## config.mk

```make
export PLATFORM = sky130hd
export DESIGN_NAME = and16_flat
export DESIGN_NICKNAME = d
export VERILOG_FILES = /design/src/rtl/and16_pkg.sv /design/src/rtl/and16_if.sv /design/src/rtl/and16_and1_slice.sv /design/src/rtl/and16.sv /design/src/flat_wrapper.sv
export SDC_FILE = /design/constraint.sdc
export NUM_CORES = 1
export LEC_CHECK = 0
export CAP_MARGIN = 20
export CORE_UTILIZATION = 24
export DETAILED_ROUTE_END_ITERATION = 7
export PLACE_DENSITY_LB_ADDON = 0.05
export SLEW_MARGIN = 20
export SYNTH_ARGS = -nofsm -noshare
export SYNTH_HDL_FRONTEND = slang
export SYNTH_SLANG_ARGS = --single-unit
```

## constraint.sdc

```tcl
create_clock -name vclk -period 1.8
set_input_delay 0.18 -clock vclk [all_inputs]
set_output_delay 0.18 -clock vclk [all_outputs]
set_load 0.01 [all_outputs]
```

## src/rtl/and16_pkg.sv

```systemverilog
// Shared word type and constants for the and16 bitwise AND unit.
package and16_pkg;
    localparam int WORD_W = 16;

    typedef logic [WORD_W-1:0] word_t;

    localparam word_t WORD_ZERO = 16'h0000;
    localparam word_t WORD_ONES = 16'hFFFF;
endpackage

```

## src/rtl/and16_if.sv

```systemverilog
// Operand/result bundle for and16; master drives operands, slave returns results.
interface and16_if;
    import and16_pkg::*;

    word_t a;
    word_t b;
    logic  en;
    word_t out;
    word_t out_q;
    logic  out_valid;
    logic  out_zero;

    modport master (
        output a, b, en,
        input  out, out_q, out_valid, out_zero
    );

    modport slave (
        input  a, b, en,
        output out, out_q, out_valid, out_zero
    );
endinterface

```

## src/rtl/and16_and1_slice.sv

```systemverilog
// Single-bit AND from two NAND gates, matching the gate-level primitives.
module and1_slice (
    input  logic a,
    input  logic b,
    output logic y
);
    logic n;

    assign n = ~(a & b);
    assign y = ~(n & n);
endmodule

```

## src/rtl/and16.sv

```systemverilog
// 16-bit structural AND with zero flag and optional capture stage.
// Define AND16_PIPE_EN to build the registered out_q/out_valid stage.
module and16
    import and16_pkg::*;
#(
    parameter int WIDTH = WORD_W
) (
    input logic clk,
    input logic rst_n,
    and16_if.slave bus
);
    word_t res;

    for (genvar i = 0; i < WIDTH; i++) begin : g_bit
        and1_slice u_slice (
            .a (bus.a[i]),
            .b (bus.b[i]),
            .y (res[i])
        );
    end

    assign bus.out      = res;
    assign bus.out_zero = ~|res;

`ifdef AND16_PIPE_EN
    word_t q;
    logic  v;

    // Valid drops on any idle cycle; data holds for late readers.
    always_ff @(posedge clk or negedge rst_n) begin
        if (!rst_n) begin
            q <= WORD_ZERO;
            v <= 1'b0;
        end else if (bus.en) begin
            q <= res;
            v <= 1'b1;
        end else begin
            v <= 1'b0;
        end
    end

    assign bus.out_q     = q;
    assign bus.out_valid = v;
`else
    // Ports stay for interface parity; nothing is clocked here.
    logic unused_clk_rst;

    assign unused_clk_rst = clk ^ rst_n;
    assign bus.out_q      = res;
    assign bus.out_valid  = bus.en;
`endif
endmodule

```

## src/flat_wrapper.sv

```systemverilog
// flat-port wrapper written by rule: the top's interface ports become plain ports
module and16_flat import and16_pkg::*;
#(
    parameter int WIDTH = WORD_W
)
  (clk, rst_n, bus_a, bus_b, bus_en, bus_out, bus_out_q, bus_out_valid, bus_out_zero);
  and16_if bus_i ();
  input logic clk;
  input logic rst_n;
  input wire logic [$bits(bus_i.a)-1:0] bus_a;
  input wire logic [$bits(bus_i.b)-1:0] bus_b;
  input wire logic [$bits(bus_i.en)-1:0] bus_en;
  output wire logic [$bits(bus_i.out)-1:0] bus_out;
  output wire logic [$bits(bus_i.out_q)-1:0] bus_out_q;
  output wire logic [$bits(bus_i.out_valid)-1:0] bus_out_valid;
  output wire logic [$bits(bus_i.out_zero)-1:0] bus_out_zero;
  assign bus_i.a = bus_a;
  assign bus_i.b = bus_b;
  assign bus_i.en = bus_en;
  assign bus_out = bus_i.out;
  assign bus_out_q = bus_i.out_q;
  assign bus_out_valid = bus_i.out_valid;
  assign bus_out_zero = bus_i.out_zero;
  and16 #(.WIDTH(WIDTH)) u_core (.clk(clk), .rst_n(rst_n), .bus(bus_i));
endmodule
```

==> results.py, run 1 <==
metrics = {
    "yosys": {
        "ys_types": 6,
        "yosys.area_share.simple_pct": 37.93,
        "synthMuxAreaShare_pct": 0,
        "syn_area_um2": 399.1,
        "synth_warnings": 0,
        "synth_top_family_by_area": "buffers and inverters",
        "synthCells": 54,
        "synth_xor_xnor_area_share_pct": 0,
        "synthTopCellsByArea": "buf_4, and2_1, or4_1, and2_4, nor4_2",
        "synth_top_area_share_pct": 62.07,
        "synth_top_area_cell": "buf_4",
        "synth-seq-area-share_pct": 0,
        "avgSynthCellArea_um2": 7.391,
        "synthAdderAreaFrac_pct": 0,
        "synth-compound-area-share_pct": 0,
        "synth_fp_nets": 89,
    },
    "setup_path": {
        "crit_path_end_kind": "output port",
        "cp.required_ns": 1.62,
        "path_buf_inv": 2,
        "startpoint_type": "primary input",
        "crit_type": "in -> out",
        "critPathMaxStageDelay_ns": 0.53,
        "cp_slowest_cell": "or4_4",
        "cp.arrival_ns": 1.57,
        "cp_cell_sequence": "clkdlybuf4s50_1 > and2_1 > or4_4 > nor4_4 > buf_2",
        "critPathTopFamily": "simple AND/OR/NAND/NOR gates",
        "path_max_fanout": 2,
    },
    "floorplan": {
        "fp.coreArea_um2": 1524,
        "fp.dieH_um": 42.78,
        "dieArea_um2": 1830,
        "start_util_pct": 26.19,
        "io_pins": 69,
        "std_cell_rows": 14,
        "die_w_um": 42.78,
    },
    "placement": {
        "place_congestion": 0.6902,
        "dp_cells": 116,
        "numPortBuffers": 65,
        "place_area_um2": 927.1,
        "hpwl_um": 918.3,
    },
    "power_and_ir_drop": {
        "clkPwrFrac_pct": 0,
        "ir_drop_v": 0.0001165,
        "p_leak_nw": 0.5299,
        "comb_power_share_pct": 100.0,
        "internal-power_mw": 0.1630,
        "power.total_mw": 0.2304,
        "p_per_area_nw_per_um2": 229.3,
        "p_sw_mw": 0.06733,
        "switching_share_pct": 29.22,
        "power_frac_seq_pct": 0,
    },
    "routing": {
        "ant_nets": 0,
        "firstDrtPassIters": 4,
        "avgRoutedWirePerCell_um": 9.908,
        "viasPerCell": 4.109,
        "drt-initial-drc-count": 4,
        "routed_wl_um": 1179,
        "vias": 489,
        "drc": 0,
    },
    "timing": {
        "holdWs_ns": 0.3600,
        "slew_violations": 0,
        "fin_crit_sh_pct": 97.05,
        "worst_pin_slew_ns": 0.1634,
        "setup_viol": 0,
        "clock.fmax_mhz": 572.4,
        "timing.final.hold_violations": 0,
        "relSlewSlack_pct": 89.03,
        "post-route-min-period_ns": 1.747,
    },
    "global_routing": {
        "antenna_found_initial": 0,
        "grt_start_max_net_pins": 4,
        "track_usage_pct": 10.61,
        "overflow": 0,
        "first_global_vias": 386,
        "grt_pass1_wl_um": 1600,
    },
    "final_layout": {
        "insertedDiodeCount": 0,
        "nClkBuffers": 0,
        "final_cell_area_um2": 1005,
        "final_cells": 119,
        "register_area_um2": 0,
        "design.seq.count": 0,
        "area_growth_pct": 151.7,
        "drive_gt1_share_pct": 35.92,
        "nNetsFinal": 140,
        "n_fill_cell": 134,
    },
    "clock_tree": {
        "cts_hold_buf": 0,
    },
    "min_path": {
        "hp-class": "in -> out",
    },
    "job": {
        "cap_violations": 0,
    },
    "outcome": {
        "outcome": "finished, final reports clean",
    },
}
[power groups by stage]
stage	clock network, mW	registers (mW)	logic [mW]
4_1_cts	0	0	0.219
6_report	0	0	0.230
3_3_place_gp	0	0	0.215
5_1_grt	0	0	0.245
3_5_place_dp	0	0	0.216
2_1_floorplan	0	0	0.104
[stage by stage]
stage	setup TNS [ns]	util (%)	worst slack (ns)
after global routing	-0.001179	65.93	-0.001179
after CTS	0	61.49	0.006181
final	0	65.93	0.05303
after global placement	-0.4862	60.84	-0.4862
after floorplan	0	-	0.4054
after detailed placement	-0.5006	60.84	-0.5006
[cells in the final DEF, fill, tap and decap left out, drive strengths merged]
cell type / n
or4: 4
buf: 18
and2: 16
dlygate4sd2: 12
nor4: 1
clkdlybuf4s50: 42
dlymetal6s2s: 10
[cell families after synthesis]
kind of cell | after synthesis
buf+inv | 33
simple gates | 21
[per-layer routing]
metal	share of wire, %	track usage [%]	up-vias
met3	13	0.8511	2
met1	34	12.66	207
met4	0.34	0.6250	0
li1	-	-	237
met2	53	20.91	43
met5	0	0	-
[path summary, 6_finish.rpt]
path                  startpoint       endpoint  slack [ns]  cells after the start
worst min-delay path      bus_en  bus_out_valid        0.36                      0
worst max-delay path    bus_a[6]   bus_out_zero        0.05                      5
[synthesized netlist by cell type]
master	instances
or4_4	1
and2_4	2
or4_1	3
buf_4	33
and2_1	14
nor4_2	1
[final cells by class]
type	count	area (µm²)	share of cell area (%)
multi-input combinational	21	201.4	20.05
tap	16	20.02	1.993
timing repair buffer	82	783.3	77.96
[what timing repair did]
action	CTS	global route
setup buffers	1	2
endpoints found under the setup margin	1	1
resized for setup	24	18
pin swaps	11	10
Note: power is estimated with default switching activity, not from simulation.
==> run 2: changes to the inputs <==
GPL_TIMING_DRIVEN = 0   (was default)
==> run 2 against run 1 <==
- core utilization up 12 points
- via count up 15%
- critical path depth unchanged
- cell count up 22%
- cell area up 19%
- global-route usage up 3.3 points
- power up 18%
- largest power group unchanged
- highest routed layer is now met3
==> results.py, run 2 (synthesis results as in run 1) <==
metrics = {
    "routing": {
        "drt-initial-drc-count": 3,
        "firstDrtPassIters": 2,
        "ant_nets": 0,
        "drc": 0,
        "routed_wl_um": 1363,
        "viasPerCell": 3.876,
        "avgRoutedWirePerCell_um": 9.400,
        "vias": 562,
    },
    "power_and_ir_drop": {
        "p_per_area_nw_per_um2": 227.9,
        "internal-power_mw": 0.1981,
        "p_leak_nw": 0.6566,
        "switching_share_pct": 27.24,
        "comb_power_share_pct": 100.0,
        "ir_drop_v": 0.0001194,
        "p_sw_mw": 0.07417,
        "clkPwrFrac_pct": 0,
        "power_frac_seq_pct": 0,
    },
    "timing": {
        "holdWs_ns": 0.8602,
        "slew_violations": 0,
        "relSlewSlack_pct": 88.73,
        "fin_crit_sh_pct": 96.30,
        "timing.final.hold_violations": 0,
        "rsz0062_at_grt": "false",
        "worst_pin_slew_ns": 0.1677,
        "clock.fmax_mhz": 576.9,
        "post-route-min-period_ns": 1.733,
        "setup_viol": 0,
    },
    "final_layout": {
        "final_common_cell": "clkdlybuf4s50_1",
        "area_growth_pct": 199.4,
        "nClkBuffers": 0,
        "final_cells": 145,
        "nNetsFinal": 166,
        "design.seq.count": 0,
        "drive_gt1_share_pct": 48.06,
        "register_area_um2": 0,
        "layout_common_cells": "clkdlybuf4s50_1, buf_4, and2_4",
        "insertedDiodeCount": 0,
    },
    "global_routing": {
        "grt_start_max_net_pins": 4,
        "first_global_vias": 527,
        "track_usage_pct": 13.91,
        "antenna_found_initial": 0,
        "overflow": 0,
        "grt_pass1_wl_um": 2042,
    },
    "floorplan": {
        "die_w_um": 42.78,
        "fp.coreArea_um2": 1524,
        "dieArea_um2": 1830,
        "std_cell_rows": 14,
        "fp.dieH_um": 42.78,
        "start_util_pct": 26.19,
        "io_pins": 69,
    },
    "placement": {
        "place_congestion": 0.7181,
        "numPortBuffers": 66,
        "hpwl_um": 1096,
        "dp_cells": 136,
    },
    "setup_path": {
        "crit_path_end_kind": "output port",
        "path_buf_inv": 2,
        "critPathMaxStageDelay_ns": 0.41,
        "cp.required_ns": 1.62,
        "cp_cell_sequence": "clkdlybuf4s50_1 > and2_4 > or4_4 > nor4_2 > buf_2",
        "cp.arrival_ns": 1.55,
        "cp.depth": 5,
        "critPathTopFamily": "simple AND/OR/NAND/NOR gates",
        "crit_type": "in -> out",
        "setup.worst_path.start": "bus_a[13]",
        "startpoint_type": "primary input",
        "path_max_fanout": 3,
        "cp_slowest_cell": "or4_4",
    },
    "min_path": {
        "worstHoldStart": "bus_b[0]",
        "min_path_cells": 5,
        "hp-class": "in -> out",
    },
    "outcome": {
        "outcome": "finished, final reports clean",
    },
    "job": {
        "cap_violations": 0,
    },
}
-- run 2: cell types whose count changed in the layout (fill, tap and decap cells not counted) --
| cell | previous run | this run |
|---|---|---|
| buf_4 | 17 | 42 |
| clkdlybuf4s50_1 | 42 | 44 |
| dlygate4sd2_1 | 12 | 11 |
| nor4_2 | 0 | 1 |
| nor4_4 | 1 | 0 |
-- run 2: worst paths after layout --
| path | endpoint |
|---|---|
| max | bus_out_zero |
| min | bus_out_zero |
-- run 2: timing repair --
action,in CTS,in global routing
hold buffers,0,0
resized for setup,25,15
pin swaps,11,9
buffers inserted,7,2
endpoints found under the hold margin,0,0
gates cloned,0,0
setup endpoints to repair,1,1
-- run 2: metal layers --
layer / vias up / track usage (%) / wire [µm]
met4: 0 / 0 / 0
li1: 290 / - / -
met2: 45 / 28.79 / 691
met3: 0 / 4.681 / 197
met1: 227 / 13.67 / 474
met5: - / 0 / 0
-- run 2: layout make-up --
class	count	area [µm²]
Tap cell	16	20.02
Fill cell	101	329.1
Timing Repair Buffer	75	734.5
Multi-Input combinational cell	21	192.7
Buffer	33	247.7
-- run 2: per-stage QoR --
stage	area (µm²)	TNS [ns]	total power [mW]	util [%]	setup slack (ns)
after CTS	1141	0	0.2657	74.88	0.002399
after detailed placement	1080	-0.4940	0.2499	70.85	-0.4940
after floorplan	399.1	0	0.1043	-	0.4054
final	1195	0	0.2723	78.41	0.06652
after global routing	1195	0	0.2904	78.41	0.003596
after global placement	1080	-0.4903	0.2475	70.85	-0.4903
-- run 2: power by group through the flow --
stage	Clock [mW]	Combinational (mW)	Sequential, mW
after floorplan	0	0.104	0
after CTS	0	0.266	0
final	0	0.272	0
after global placement	0	0.247	0
after global routing	0	0.290	0
after detailed placement	0	0.250	0
==> patch, RTL diff (config.mk and constraints of run 1) <==
Change the package constant `WORD_W` from 16 to 18.
--- a/src/rtl/and16_pkg.sv
+++ b/src/rtl/and16_pkg.sv
@@ -2,3 +2,3 @@
 package and16_pkg;
-    localparam int WORD_W = 16;
+    localparam int WORD_W = 18;
 
Ports: changed (resized bus_a, bus_b, bus_out and bus_out_q); port bits go from 69 to 77. The function was not compared with the original's and may differ.
==> patch against run 1 <==
Setup slack lost 3.1 ps; power up 1.1%; first-iteration DRC count up 25%; largest cell class unchanged; critical path type unchanged; critical path depth stayed put; area after synthesis increased by 12%; die area rose by 11%; design area is 2.0% higher; routed wire length about the same; critical endpoint unchanged.
==> patch: results (changes against run 1) <==
The run finished with clean final reports. The share of layout cells above drive strength 1 was 16.7% (-19 points); the final sequential cell count was 0 (unchanged). The logs give 19.7% (-1.2 points) for the met2 track demand over resource and 0.593 (-14%) for the final RePlAce weighted congestion. The count of buffers not belonging to the clock network in the layout is 83 (+1.2%), and the sum of routed wire length over all layers is 1180 microns (about the same). The number of filler instances in the final layout is 168 (+25%).

After detailed routing, no signal wire sits above met3. First-pass GRT wire length: 1480 microns (-7.3%). The delay of the slowest cell on the worst path was 470 ps (-60 ps). The length of routed met3 wiring came out at 113 microns (-28%).

The synthesized area per cell works out to 7.18 sq um (-2.8%). The wire length on met1 came out at 409 microns (+3.5%). The number of vias per cell after detailed routing works out to 3.74 (-9.1%). For the number of nets at the end of the flow, the log shows 149 (+6.4%). For the global-route usage over all layers, the log shows 9.34% (-1.3 points). The logs give 2 (-2) for the first-pass detailed-route iteration total and 5 (+1) for the number of design-rule violations left by the first detailed-router iteration. The run gives 132 (+14%) as the cell count after placement.

The standby leakage power is 0.432 nW (-19%). Ranked by instance count, the synthesized netlist is headed by sky130_fd_sc_hd__buf_4 (37), sky130_fd_sc_hd__and2_1 (16), sky130_fd_sc_hd__and2_4 (2), sky130_fd_sc_hd__nor2_1 (2), sky130_fd_sc_hd__nor4_1 (2). The total number of multi-input combinational cells is 25 (+19%), and the count of different cell masters after synthesis is 8 (+2).

The post-synth net total is 101 (+13%), and the buffer share of cell area is 79.1% (+1.2 points). The logs give 10.6% (-2.1 points) for the met1 demand-to-capacity share in global routing and 657 microns (+5.8%) for the detailed route wirelength on metal2. The average wire per standard cell is 8.87 microns (-10%), and the normalized max-slew margin is 86.1% (-2.9 points). The count of input and output buffers is 73 (+12%), and the met3 routing resource usage after global routing is 0.400% (-0.45 points). The number of global-route vias before repair is 359 (-7.0%).
[patch: worst paths after layout]
| kind | startpoint | endpoint | slack (ps) |
|---|---|---|---|
| max | bus_a[10] | bus_out_zero | 50 |
| min | bus_en | bus_out_valid | 360 |
[patch: metrics by stage]
stage	setup slack, ps	TNS, ps	hold WS, ps	power [mW]
finish	49.9	0	360	0.233
global route	3.66	0	360	0.249
CTS	4.88	0	360	0.233
detailed placement	-431	-431	360	0.231
global placement	-423	-423	360	0.228
floorplan	462	0	452	0.116
[patch: what timing repair did]
action / 4_1_cts / 5_1_grt
resized for setup: 5 / 6
endpoints found under the setup margin: 1 / 1
buffers inserted: 0 / 1
pin swaps: 1 / 5
[patch: cells by family after synthesis]
| kind of cell | count (synthesis) |
|---|---|
| buffers and inverters | 37 |
| AND/OR/NAND/NOR | 25 |
[patch: where the power goes]
part	switching [mW]	internal, mW	total (mW)	leakage (nW)
clock network	0	0	0	0
registers	0	0	0	0
logic	0.0666	0.166	0.233	0.432
total	0.0666	0.166	0.233	0.432
